[src/rtl/event_serializer.sv]
// ----------------------------------------------------------------------------
// event_serializer
//
// Consumer end of the event tuple stream (x, y, t, p). Tuples arrive over a
// valid/ready handshake and are buffered in a small FIFO. Each buffered tuple
// is sent out MSB-first as a framed byte stream with byte-level valid/ready:
//   SYNC_BYTE, x[15:8], x[7:0], y[15:8], y[7:0], t[15:8], t[7:0], {7'b0, p}
// With DROP_LOW=1, tuples with p=0 are accepted, discarded and counted.
//
// Optional feature (compile-time macro EVT_SERIALIZER_CHECKSUM_EN):
//   a 9th byte is appended, the XOR of bytes 1..7 (sync byte excluded).
//
// Ports
//   clk, rst_n        clock (rising edge), asynchronous active-low reset
//   evt_valid/ready   tuple handshake; evt_ready = FIFO not full
//   evt_x/y/t/p       tuple fields
//   byte_data/valid   serialized byte stream towards downstream
//   byte_ready        downstream takes the byte this cycle
//   fifo_level        tuples waiting in the FIFO (frame in shifter excluded)
//   drop_cnt          saturating count of discarded tuples
//   busy              frame in flight or FIFO non-empty
// ----------------------------------------------------------------------------
module event_serializer #(
    parameter int         DEPTH     = 4,
    parameter bit         DROP_LOW  = 1'b1,
    parameter logic [7:0] SYNC_BYTE = 8'hA5,
    parameter int         CNT_W     = 8
) (
    input  logic                     clk,
    input  logic                     rst_n,
    input  logic                     evt_valid,
    output logic                     evt_ready,
    input  logic [15:0]              evt_x,
    input  logic [15:0]              evt_y,
    input  logic [15:0]              evt_t,
    input  logic                     evt_p,
    output logic [7:0]               byte_data,
    output logic                     byte_valid,
    input  logic                     byte_ready,
    output logic [$clog2(DEPTH):0]   fifo_level,
    output logic [CNT_W-1:0]         drop_cnt,
    output logic                     busy
);

    localparam int AW    = $clog2(DEPTH);
    localparam int LVL_W = AW + 1;
    localparam int EW    = 49;  // {x, y, t, p}

`ifdef EVT_SERIALIZER_CHECKSUM_EN
    localparam int FRAME_BYTES = 9;
`else
    localparam int FRAME_BYTES = 8;
`endif
    localparam logic [3:0] LAST_IDX = 4'(FRAME_BYTES - 1);

    typedef enum logic {
        IDLE = 1'b0,
        SEND = 1'b1
    } state_t;

    // ------------------------------------------------------------------
    // Declarations
    // ------------------------------------------------------------------
    logic [EW-1:0]    mem_q [DEPTH];
    logic [LVL_W-1:0] wr_ptr_q, wr_ptr_d;
    logic [LVL_W-1:0] rd_ptr_q, rd_ptr_d;
    logic [LVL_W-1:0] level;
    state_t           state_q, state_d;
    logic [63:0]      shift_q, shift_d;
    logic [3:0]       byte_idx_q, byte_idx_d;
    logic [CNT_W-1:0] drop_cnt_q, drop_cnt_d;
    logic [EW-1:0]    head;
    logic             full, empty, accept, drop, push, pop;
    logic             byte_fire, last_byte;
`ifdef EVT_SERIALIZER_CHECKSUM_EN
    logic [7:0]       chk_q, chk_d;
`endif

    // ------------------------------------------------------------------
    // FIFO status and handshakes
    // ------------------------------------------------------------------
    // Pointers carry one extra wrap bit, so their difference is the level
    // and full/empty need no separate flag.
    assign level     = wr_ptr_q - rd_ptr_q;
    assign full      = (level == LVL_W'(DEPTH));
    assign empty     = (level == '0);
    assign head      = mem_q[rd_ptr_q[AW-1:0]];

    assign accept    = evt_valid && !full;
    assign drop      = accept && DROP_LOW && !evt_p;
    assign push      = accept && !drop;

    assign byte_fire = (state_q == SEND) && byte_ready;
    assign last_byte = (byte_idx_q == LAST_IDX);
    // Pop either from IDLE or on the last byte of a frame, so back-to-back
    // frames leave no idle cycle between them.
    assign pop       = !empty && ((state_q == IDLE) || (byte_fire && last_byte));

    // ------------------------------------------------------------------
    // Next-state logic
    // ------------------------------------------------------------------
    always_comb begin
        // NOTE: every variable gets a default first, so no path can infer a latch.
        state_d    = state_q;
        shift_d    = shift_q;
        byte_idx_d = byte_idx_q;
        wr_ptr_d   = wr_ptr_q + LVL_W'(push);
        rd_ptr_d   = rd_ptr_q + LVL_W'(pop);
        drop_cnt_d = drop_cnt_q;
`ifdef EVT_SERIALIZER_CHECKSUM_EN
        chk_d      = chk_q;
`endif

        if (drop && (drop_cnt_q != '1)) begin
            drop_cnt_d = drop_cnt_q + 1'b1;
        end

        if (pop) begin
            state_d    = SEND;
            shift_d    = {SYNC_BYTE, head[48:1], 7'b0, head[0]};
            byte_idx_d = '0;
`ifdef EVT_SERIALIZER_CHECKSUM_EN
            chk_d      = '0;
`endif
        end else if (byte_fire) begin
            // Zeros shift in behind the frame, so byte_data reads 0 once idle.
            shift_d    = {shift_q[55:0], 8'h00};
            byte_idx_d = byte_idx_q + 1'b1;
            if (last_byte) begin
                state_d    = IDLE;
                byte_idx_d = '0;
            end
`ifdef EVT_SERIALIZER_CHECKSUM_EN
            // Checksum accumulates bytes 1..7 as they leave the shifter.
            if ((byte_idx_q != 4'd0) && (byte_idx_q != LAST_IDX)) begin
                chk_d = chk_q ^ shift_q[63:56];
            end
`endif
        end
    end

    // ------------------------------------------------------------------
    // State registers
    // ------------------------------------------------------------------
    always_ff @(posedge clk or negedge rst_n) begin
        // NOTE: sequential state uses non-blocking assignments only, so every
        // flop samples the pre-edge values regardless of statement order.
        if (!rst_n) begin
            state_q    <= IDLE;
            shift_q    <= '0;
            byte_idx_q <= '0;
            wr_ptr_q   <= '0;
            rd_ptr_q   <= '0;
            drop_cnt_q <= '0;
        end else begin
            state_q    <= state_d;
            shift_q    <= shift_d;
            byte_idx_q <= byte_idx_d;
            wr_ptr_q   <= wr_ptr_d;
            rd_ptr_q   <= rd_ptr_d;
            drop_cnt_q <= drop_cnt_d;
        end
    end

`ifdef EVT_SERIALIZER_CHECKSUM_EN
    always_ff @(posedge clk or negedge rst_n) begin
        if (!rst_n) begin
            chk_q <= '0;
        end else begin
            chk_q <= chk_d;
        end
    end
`endif

    // NOTE: FIFO storage has no reset; the pointers alone define which entries
    // are valid, and a resettable array would cost a reset net per bit.
    always_ff @(posedge clk) begin
        if (push) begin
            mem_q[wr_ptr_q[AW-1:0]] <= {evt_x, evt_y, evt_t, evt_p};
        end
    end

    // ------------------------------------------------------------------
    // Outputs
    // ------------------------------------------------------------------
    assign evt_ready  = !full;
    assign byte_valid = (state_q == SEND);
`ifdef EVT_SERIALIZER_CHECKSUM_EN
    assign byte_data  = (byte_idx_q == LAST_IDX) ? chk_q : shift_q[63:56];
`else
    assign byte_data  = shift_q[63:56];
`endif
    assign fifo_level = level;
    assign drop_cnt   = drop_cnt_q;
    assign busy       = (state_q != IDLE) || !empty;

endmodule

[config.mk]
export PLATFORM = sky130hd
export DESIGN_NAME = event_serializer
export DESIGN_NICKNAME = d
export VERILOG_FILES = /design/src/rtl/event_serializer.sv
export SDC_FILE = /design/constraint.sdc
export NUM_CORES = 1
export LEC_CHECK = 0
export CAP_MARGIN = 10
export CORE_ASPECT_RATIO = 1.4
export CORE_MARGIN = 8
export CORE_UTILIZATION = 42
export CTS_CLUSTER_SIZE = 28
export DETAILED_ROUTE_END_ITERATION = 10
export GPL_TIMING_DRIVEN = 0
export SYNTH_ARGS = -nofsm -noshare
export SYNTH_HDL_FRONTEND = slang
export SYNTH_SLANG_ARGS = --single-unit
export TNS_END_PERCENT = 50
[constraint.sdc]
create_clock -name clk -period 11 [get_ports clk]
set_clock_uncertainty 0.1 [all_clocks]
set_input_delay 2.2 -clock clk [delete_from_list [all_inputs] [get_ports clk]]
set_output_delay 2.2 -clock clk [all_outputs]
set_load 0.005 [all_outputs]
==> metrics, run 1 <==
Die Span Y 204.1 um; slowest stage delay, CP 0.60 ns; Clock Tree Buf Depth 3; synth cell count leaders edfxtp_1, dfrtp_1, mux4_2, nand2_1, mux2i_1; first-pass GRT wire length between 30 and 40 mm; status completed; vias 5376; Cell Chain, Critical Path inv_1, ha_1, fa_1, nand2_1, nor2_1, nand2_1, clkdlybuf4s50_1; final setup fails 0; worst r2r dst mem_q[3][26]; Peak VDD IR between 0.0001 and 0.00015 V; CTS H-tree lvls 1; Crit Path Max Fanout 4; die area 30670 um^2; total setup buffers inserted after CTS 0; Util after Layout 51.16%; Syn Area/Cell 18.58 um^2; Lkg Pwr roughly 0.0049 uW; most used cell, CP nand2_1; RSZ-0062 raised after global routing false; r2r setup slk slightly above 7 ns; top_reg_cell synth edfxtp_1; max_slew headroom ~45%; TritonRoute pass-1 iters 4; most frequent cell after synthesis edfxtp_1; sequential fraction of the synthesis area 73.40%; Critical Path RT 8.70 ns; Die W 150.3 um; core box area 25120 um^2; # diodes 0; # nets final 757; Mapped Cells roughly 570; TritonCTS Buffers 24; Synth cell types between 40 and 50; Worst Setup Start Kind register; clk root buf clkbuf_16; final hold viol count 0; Final Critical Period 5.078 ns; hold_sp shift_q[50]; Fin Setup TNS 0 ns; dpl hpwl 15.18 mm; vias in the first global route 5869; Yosys top cell area share 55.48%; Min Hold Slack roughly 0.38 ns; WS Path Type register to output port; Filler cells between 2000 and 2500; multi-input logic area 2577 um^2; CTS sink count around 270; slowest CP cell fa_1; Power Density 232.9 nW/um^2; Core Rows between 60 and 70; Resized Gates After CTS 0; layout cell share with drive strength beyond 1 between 20% and 30%; Wirelength per Cell ~20 um; Critical path destination busy; synth top area cells edfxtp_1, dfrtp_1, mux4_2; Least-Margin Pin Slew 0.8158 ns; fmax 0.1969 GHz; initial core utilization 42.23%; io pins 75; hold buffer count at cts 0; Post-Syn Nets ~630; Mapped Area 10610 um^2; Pwr Total ~3000 uW; CTS tree built; Clock Pin Slew Worst Setup and Hold Paths ~0.07 ns; Post-synth EDFFs 196; Starting DRT DRC Count 257; Port Buffers 74; Hold Path Depth 2; reg2reg path depth 11; DRC 0; Ys Warns 0; P&R area growth vs syn 21.16%; largest net degree at the start of global routing 41; Reg-to-Reg Start wr_ptr_q[0]; CP Data Arrival Time 2.78 ns; GRT Util Overall 13.81%; Pins Over Slew Limit 0; worst hold path class register to register; crit end category output port; wirelength, routed between 20 and 25 mm; ANT nets after route 0; worst skew pair latency 0.51 ns; register area roughly 7800 um^2; Max Cap Viol 0; CP Launch Point wr_ptr_q[0]; Vias per Instance 5.204; register bit total from synthesis 272; crit share post-route 46.16%; total grt overflow 0; initial antenna violation count 0; ys async rst share 27.94%; post-synth top area cell edfxtp_1; gp weighted congestion 0.7897
## report_power, final
| group | internal (uW) | switching [uW] |
|---|---|---|
| logic | 395 | 361 |
| clock network | 488 | 352 |
| registers | 1300 | 96.4 |
## worst min-delay path by stage
stage	end	slack, ns
4_1_cts	shift_q[31]	0.39
2_1_floorplan	wr_ptr_q[2]	0.34
3_3_place_gp	wr_ptr_q[2]	0.36
6_report	shift_q[50]	0.38
5_1_grt	shift_q[35]	0.40
3_5_place_dp	shift_q[31]	0.37
## cells by family after synthesis
logic type	share of synthesized area, %
flops	73.40
mux	14.48
fa+ha+maj	1.014
simple gates	3.326
buf+inv	2.488
xor+xnor	0.8963
compound gates	4.387
## worst max-delay path, delay by kind of cell, from the launching register on
kind	cells	cell delay, ns
flip-flops	1	0.43
buffers and inverters	2	0.56
adder cells (fa/ha/maj)	2	0.83
AND/OR/NAND/NOR	3	0.45
## metrics by stage
stage          setup WS (ns)  area (um^2)  instances
2_1_floorplan          4.686        10610        571
3_3_place_gp           1.048        11750        964
3_5_place_dp           5.912        12060        989
4_1_cts                5.890        12850       1033
5_1_grt                5.699        12850       1033
6_report               5.922        12850       1033
## flip-flops by register name (all words and copies together), names as in the netlist
register and flops:
byte_idx_q 4, byte_valid 1, drop_cnt 8, mem_q 196
rd_ptr_q 3, shift_q 57, wr_ptr_q 3
## per-layer routing
layer | wire, um | vias up | track usage (%)
li1 | - | 2475 | -
met1 | 8227 | 2764 | 16.71
met2 | 11180 | 110 | 25.06
met3 | 883 | 27 | 1.950
met4 | 393 | 0 | 3.759
met5 | 0 | - | 0
## placed cells by master, fill, tap and decap left out, drive strengths merged, types with 3 or more instances in the layout
master / synthesis / final
clkinvlp: 0 / 3
clkbuf: 9 / 45
nor3: 4 / 4
ha: 7 / 7
inv: 8 / 8
nand3: 5 / 5
edfxtp: 196 / 196
nand2: 49 / 49
mux2i: 41 / 41
and3: 3 / 3
dfrtp: 76 / 76
mux4: 49 / 49
xnor2: 3 / 3
a22o: 14 / 14
clkinv: 1 / 4
xor2: 5 / 5
and2: 3 / 3
buf: 26 / 52
o21ai: 41 / 41
clkdlybuf4s50: 0 / 73
o22a: 4 / 4
## final cells by class
type	instances	area share (%)
clock inverter	8	0.7495
tap	319	3.105
clock buffer	36	5.451
multi-input combinational	255	20.05
timing repair buffer	99	8.002
buffer	35	1.791
inverter	9	0.2628
sequential	272	60.59
Note: power is estimated with default switching activity, not from simulation.
==> run 2, diff against run 1 <==
==> constraint.sdc (replaced) <==
create_clock -name clk -period 5.2 [get_ports clk]
set_clock_uncertainty 0.1 [all_clocks]
set_input_delay 1.04 -clock clk [delete_from_list [all_inputs] [get_ports clk]]
set_output_delay 1.04 -clock clk [all_outputs]
set_load 0.005 [all_outputs]
==> results of run 2 <==
Same layout as run 1 (identical final DEF). Status: completed.
Main changes from that run: setup slack after placement 5.912 ns -> 1.272 ns; setup slack after layout 5.922 ns -> 1.282 ns; register-to-register setup slack 7.17 ns -> 1.37 ns; total power 2994 uW -> 6333 uW; worst IR drop on VDD 0.0001156 V -> 0.0002445 V
